$ cat src/rtl/softmax_norm.sv
// Row-wise softmax normalizer: buffers one row of UQ3.6 exponents, sums them,
// then divides each element by the sum and emits UQ0.8 probabilities under credit flow control.
module softmax_norm #(
  parameter int ROW_LEN = 8,
  parameter int CREDITS = 4
) (
  input  logic       clk,
  input  logic       rst,
  input  logic       in_valid,
  input  logic [8:0] in_data,
  output logic       in_ready,
  output logic       out_valid,
  output logic [7:0] out_data,
  output logic       out_last,
  input  logic       credit_return
);

  localparam int IDX_W = $clog2(ROW_LEN);
  localparam int SUM_W = 9 + IDX_W;
  localparam logic [3:0] CRED_MAX = 4'(CREDITS);
  localparam logic [IDX_W-1:0] LAST_IDX = IDX_W'(ROW_LEN - 1);

  typedef enum logic [1:0] {
    ACCUM = 2'd0,
    DIV   = 2'd1,
    OUT   = 2'd2
  } state_t;

  state_t           state;
  state_t           state_next;
  logic [8:0]       row_buf [ROW_LEN];
  logic [IDX_W-1:0] idx;
  logic [SUM_W-1:0] sum;
  logic [SUM_W:0]   rem;
  logic [8:0]       quot;
  logic [3:0]       step;
  logic [3:0]       credit_cnt;
  logic [3:0]       credit_next;

  logic             accept;
  logic             emit;
  logic             last_elem;
  logic             send_next;
  logic             q_bit;
  logic [SUM_W:0]   rem_src;
  logic [SUM_W-1:0] rem_diff;
  logic [8:0]       quot_next;
  logic [8:0]       q_final;

  // A quotient of 256 only arises when the element equals the sum; clamp to the UQ0.8 maximum.
  function automatic logic [7:0] sat_prob(input logic [8:0] q, input logic sum_zero);
    logic [7:0] r;
    if (sum_zero) begin
      r = 8'd0;
    end else if (q[8]) begin
      r = 8'd255;
    end else begin
      r = q[7:0];
    end
    return r;
  endfunction

  assign in_ready  = (state == ACCUM);
  assign accept    = in_valid & in_ready;
  assign emit      = (state == OUT) & out_valid;
  assign last_elem = (idx == LAST_IDX);

  // One restoring-division step; the first step seeds the remainder from the buffered element.
  always_comb begin
    rem_src   = (step == 4'd0) ? {{(IDX_W + 1){1'b0}}, row_buf[idx]} : rem;
    q_bit     = (rem_src >= {1'b0, sum});
    rem_diff  = q_bit ? SUM_W'(rem_src - {1'b0, sum}) : rem_src[SUM_W-1:0];
    quot_next = {quot[7:0], q_bit};
    q_final   = (state == DIV) ? quot_next : quot;
  end

  // Credit counter next value: simultaneous use and return cancel, returns saturate at the maximum.
  always_comb begin
    credit_next = credit_cnt;
    case ({out_valid, credit_return})
      2'b10:   credit_next = credit_cnt - 4'd1;
      2'b01:   credit_next = (credit_cnt == CRED_MAX) ? credit_cnt : credit_cnt + 4'd1;
      default: credit_next = credit_cnt;
    endcase
  end

  // Next-state decode and launch decision for the registered output pulse.
  always_comb begin
    state_next = state;
    case (state)
      ACCUM: begin
        if (accept && last_elem) begin
          state_next = DIV;
        end else begin
          state_next = ACCUM;
        end
      end
      DIV: begin
        if (step == 4'd8) begin
          state_next = OUT;
        end else begin
          state_next = DIV;
        end
      end
      OUT: begin
        if (out_valid) begin
          state_next = last_elem ? ACCUM : DIV;
        end else begin
          state_next = OUT;
        end
      end
      default: state_next = ACCUM;
    endcase
    send_next = (state_next == OUT) && (credit_next != 4'd0);
  end

  // State and credit registers.
  always_ff @(posedge clk) begin
    if (rst) begin
      state      <= ACCUM;
      credit_cnt <= CRED_MAX;
    end else begin
      state      <= state_next;
      credit_cnt <= credit_next;
    end
  end

  // Row buffer, running sum, element index and divider datapath.
  always_ff @(posedge clk) begin
    if (rst) begin
      for (int i = 0; i < ROW_LEN; i++) begin
        row_buf[i] <= 9'd0;
      end
      idx  <= '0;
      sum  <= '0;
      rem  <= '0;
      quot <= 9'd0;
      step <= 4'd0;
    end else begin
      if (accept) begin
        row_buf[idx] <= in_data;
        sum          <= sum + SUM_W'(in_data);
        idx          <= idx + IDX_W'(1);
      end else if (state == DIV) begin
        rem  <= {rem_diff, 1'b0};
        quot <= quot_next;
        step <= (step == 4'd8) ? 4'd0 : step + 4'd1;
      end else if (emit) begin
        idx <= idx + IDX_W'(1);
        if (last_elem) begin
          sum <= '0;
        end else begin
          sum <= sum;
        end
      end else begin
        idx <= idx;
      end
    end
  end

  // Registered output beat; data is held between pulses.
  always_ff @(posedge clk) begin
    if (rst) begin
      out_valid <= 1'b0;
      out_data  <= 8'd0;
      out_last  <= 1'b0;
    end else begin
      out_valid <= send_next;
      if (send_next) begin
        out_data <= sat_prob(q_final, (sum == '0));
        out_last <= last_elem;
      end else begin
        out_data <= out_data;
        out_last <= out_last;
      end
    end
  end

endmodule

$ cat config.mk
export PLATFORM = sky130hd
export DESIGN_NAME = softmax_norm
export DESIGN_NICKNAME = d
export VERILOG_FILES = /design/src/rtl/softmax_norm.sv
export SDC_FILE = /design/constraint.sdc
export NUM_CORES = 1
export LEC_CHECK = 0
export CORE_ASPECT_RATIO = 1.1
export CORE_UTILIZATION = 30
export CTS_BUF_LIST = sky130_fd_sc_hd__clkbuf_8
export CTS_CLUSTER_DIAMETER = 100
export CTS_CLUSTER_SIZE = 20
export DETAILED_ROUTE_END_ITERATION = 10
export DONT_BUFFER_PORTS = 1
export SLEW_MARGIN = 10
export SYNTH_ARGS = -nofsm -noshare
export SYNTH_HDL_FRONTEND = slang
export SYNTH_SLANG_ARGS = --single-unit
$ cat constraint.sdc
create_clock -name clk -period 3.4 [get_ports clk]
set_input_delay 0.51 -clock clk [delete_from_list [all_inputs] [get_ports clk]]
set_output_delay 0.51 -clock clk [all_outputs]
set_load 0.01 [all_outputs]
==> impl_metrics.env <==
export IMPL_status="complete, no violations"
export IMPL_wl_um=16300
export IMPL_async_flop_share=0
export IMPL_start_kind="register"
export IMPL_synthDistinctLibCells=62
export IMPL_crit_type="register to register"
export IMPL_vdd_drop_max_v=0.000338
export IMPL_yosys_area_top_type="edfxtp_1"
export IMPL_portBuffers=0
export IMPL_cts_htree_levels=4
export IMPL_ant_nets=0
export IMPL_drtPass1Iterations=5
export IMPL_die_w_um=148
export IMPL_post_dp_hpwl_um=11700
export IMPL_grt_pass1_vias=4954
export IMPL_netlist_top_cells_area="edfxtp_1 (31%), dfxtp_1 (17%), and2_1 (7.0%)"
export IMPL_tns_ns=0
export IMPL_grtUsageTotal=0.139
export IMPL_crit_fanout=7
export IMPL_die_y_um=163
export IMPL_gp_congestion=0.802
export IMPL_syn2layout_area_growth_pct=17.5
export IMPL_grt_max_degree=52
export IMPL_synth_xor_xnor_area_share=0.0124
export IMPL_vias_per_cell=5.05
export IMPL_cts_tree="done"
export IMPL_syn_nets=717
export IMPL_wire_per_inst_um=15.9
export IMPL_num_rows=58
export IMPL_period_minus_slack_ns=3.25
export IMPL_synth_edf_count=72
export IMPL_ys_ff_latch=131
export IMPL_dieArea_sq_um=24100
export IMPL_critPathTopFamily="compound AO/OA/AOI/OAI gates"
export IMPL_synthAdderAreaFrac=0.0590
export IMPL_synth_top_family_by_area="simple AND/OR/NAND/NOR gates"
export IMPL_drv_slew=0
export IMPL_synth_simple_area_share=0.196
export IMPL_route_met3_wl_um=504
export IMPL_stdcell_count=1027
export IMPL_yosysWarnings=0
export IMPL_synthMuxAreaShare=0.0794
export IMPL_pin_count=24
export IMPL_hold_class="primary input to register"
export IMPL_finalSetupViolations=0
export IMPL_ys_flop_type="edfxtp_1"
export IMPL_final_layout_size_suffix_gt1_frac=0.195
export IMPL_grt_overflow_total=0
export IMPL_synth_compound_area_share=0.148
export IMPL_n_fill_cell=2305
export IMPL_drtIter0Drc=383
export IMPL_met2_length_um=8330
export IMPL_max_cap_violations=0
export IMPL_syn_area_sq_um=7040
export IMPL_power_density_nw_per_um2=498
export IMPL_start_util=0.307
export IMPL_clkSinkCount=131
export IMPL_grt_pass1_wl_um=25800
export IMPL_slew_headroom=0.326
export IMPL_clkTransAtPathRegs_ns=0.08
export IMPL_yosys_top_cells_count="and2_1 (79), edfxtp_1 (72), dfxtp_1 (59)"
export IMPL_multiInputGateArea_sq_um=3630
export IMPL_min_period_over_period=0.955
export IMPL_slowest_delay_ns=0.52
export IMPL_grt_antenna_before_repair=0
export IMPL_worstSetupEndpointType="register"
export IMPL_regArea_sq_um=3340
export IMPL_synth_top_cell_area_share=0.307
export IMPL_core_area_sq_um=22900
export IMPL_nets=759
export IMPL_synth_seq_area_share=0.475
export IMPL_clk_latency_ns=0.44
export IMPL_slowest_stage="mux4_2"
export IMPL_p_leak_uw=0.00308
export IMPL_worst_pin_slew_ns=1.01
export IMPL_dp_cells=986
export IMPL_fmax_ghz=0.308
export IMPL_fin_skew_ns=0.0121
export IMPL_r2r_setup_slack_ns=0.15
export IMPL_drcViolationCount=0
export IMPL_required_ns=3.76
export IMPL_cp_arrival_ns=3.61
export IMPL_cts_made_buffers=17
export IMPL_via_count=5188
export IMPL_wl_met1_um=7300
export IMPL_hold_viol=0
export IMPL_path_cells="buf_12 -> clkbuf_16 -> mux4_2 -> mux2i_2 -> o21ai_0 -> ha_1 -> and3_1 -> nand4_1 -> and3b_2 -> a31o_4 -> a211o_1 -> a211oi_2"
export IMPL_clockBufferDepth=2
export IMPL_cp_buffers_inverters=2
export IMPL_yosysMostFrequentCell="and2_1"
export IMPL_highest_layer="met4"
export IMPL_syn_inst=672
export IMPL_synth_area_per_cell_sq_um=10.5
export IMPL_num_antenna_cells=0
export IMPL_root_buffer="clkbuf_8"
==> sequential cells by signal (all words and copies together) (netlist names), named ones only <==
register	flops
credit_cnt	4
out_last	1
idx	3
quot	9
out_data	8
sum	12
state	2
row_buf	72
out_valid	1
step	4
rem	12
==> placed cells by master (no fill, tap or decap), types with 4 or more instances in the layout <==
master    instances
and2_1           79
edfxtp_1         72
dfxtp_1          58
nand2_1          50
buf_4            46
nor2_1           44
a21oi_1          31
o21ai_0          29
ha_1             28
inv_1            27
mux4_2           18
clkbuf_8         18
or3_1            12
nor3_1           11
a21o_1           10
a31oi_1          10
nand3_1           9
a31o_2            9
a211oi_1          9
nor4_1            8
o311ai_0          8
or2_2             7
nand2b_1          7
xnor2_1           7
a22oi_1           7
o21ai_1           6
nand4_1           6
nor3b_1           5
mux2i_2           5
mux2i_1           4
and3_1            4
a211o_1           4
or4_1             4
inv_6             4
==> through the flow <==
stage	cell area [sq um]	hold WS (ns)	worst slack, ns	util	power (uW)
after floorplan	7060	0.450	0.0142	-	2430
final	8270	0.142	0.153	0.361	4120
after detailed placement	7670	0.465	-0.132	0.335	2710
after CTS	8120	0.113	0.00169	0.354	4070
after global placement	7670	0.461	-0.0261	0.335	2710
after global routing	8270	0.110	-0.0208	0.361	4310
==> kinds of logic (layout without fill, tap and decap cells) <==
| kind of cell | after synthesis | after routing |
|---|---|---|
| and+or+nand+nor | 258 | 258 |
| DFF | 131 | 131 |
| buffers and inverters | 54 | 108 |
| AOI/OAI and AO/OA | 154 | 155 |
| muxes | 33 | 33 |
| xor gates and xnor gates | 10 | 10 |
| adders and majority gates | 32 | 32 |
==> cell type report <==
class,count,share of cell area
Multi-Input combinational cell,488,0.439
Sequential cell,131,0.404
Timing Repair Buffer,51,0.0534
Tap cell,300,0.0454
Clock buffer,18,0.0299
Clock inverter,14,0.0166
Inverter,25,0.0113
==> per-layer routing <==
metal / vias up / global-route usage
met4: 0 / 0.0440
met3: 11 / 0.0277
li1: 2587 / -
met1: 2502 / 0.168
met2: 88 / 0.245
met5: - / 0
==> repair_timing <==
item	4_1_cts	5_1_grt
resized for setup	4	28
buffers inserted	4	3
setup endpoints to repair	13	14
hold buffers	0	0
pin swaps	4	10
cloned	0	2
==> worst paths after layout <==
path,from,end,cells after the start
setup / recovery,register,rem[5],12
hold / removal,rst,rem[5],1
setup reg to reg,register,rem[5],12
hold reg to reg,quot[3],quot[3],2
==> report_power, final <==
group | switching [uW] | internal (uW)
Sequential | 47.1 | 1740
Clock | 637 | 669
Combinational | 532 | 496
Total | 1220 | 2900
Power figures use the tool's default switching activity.
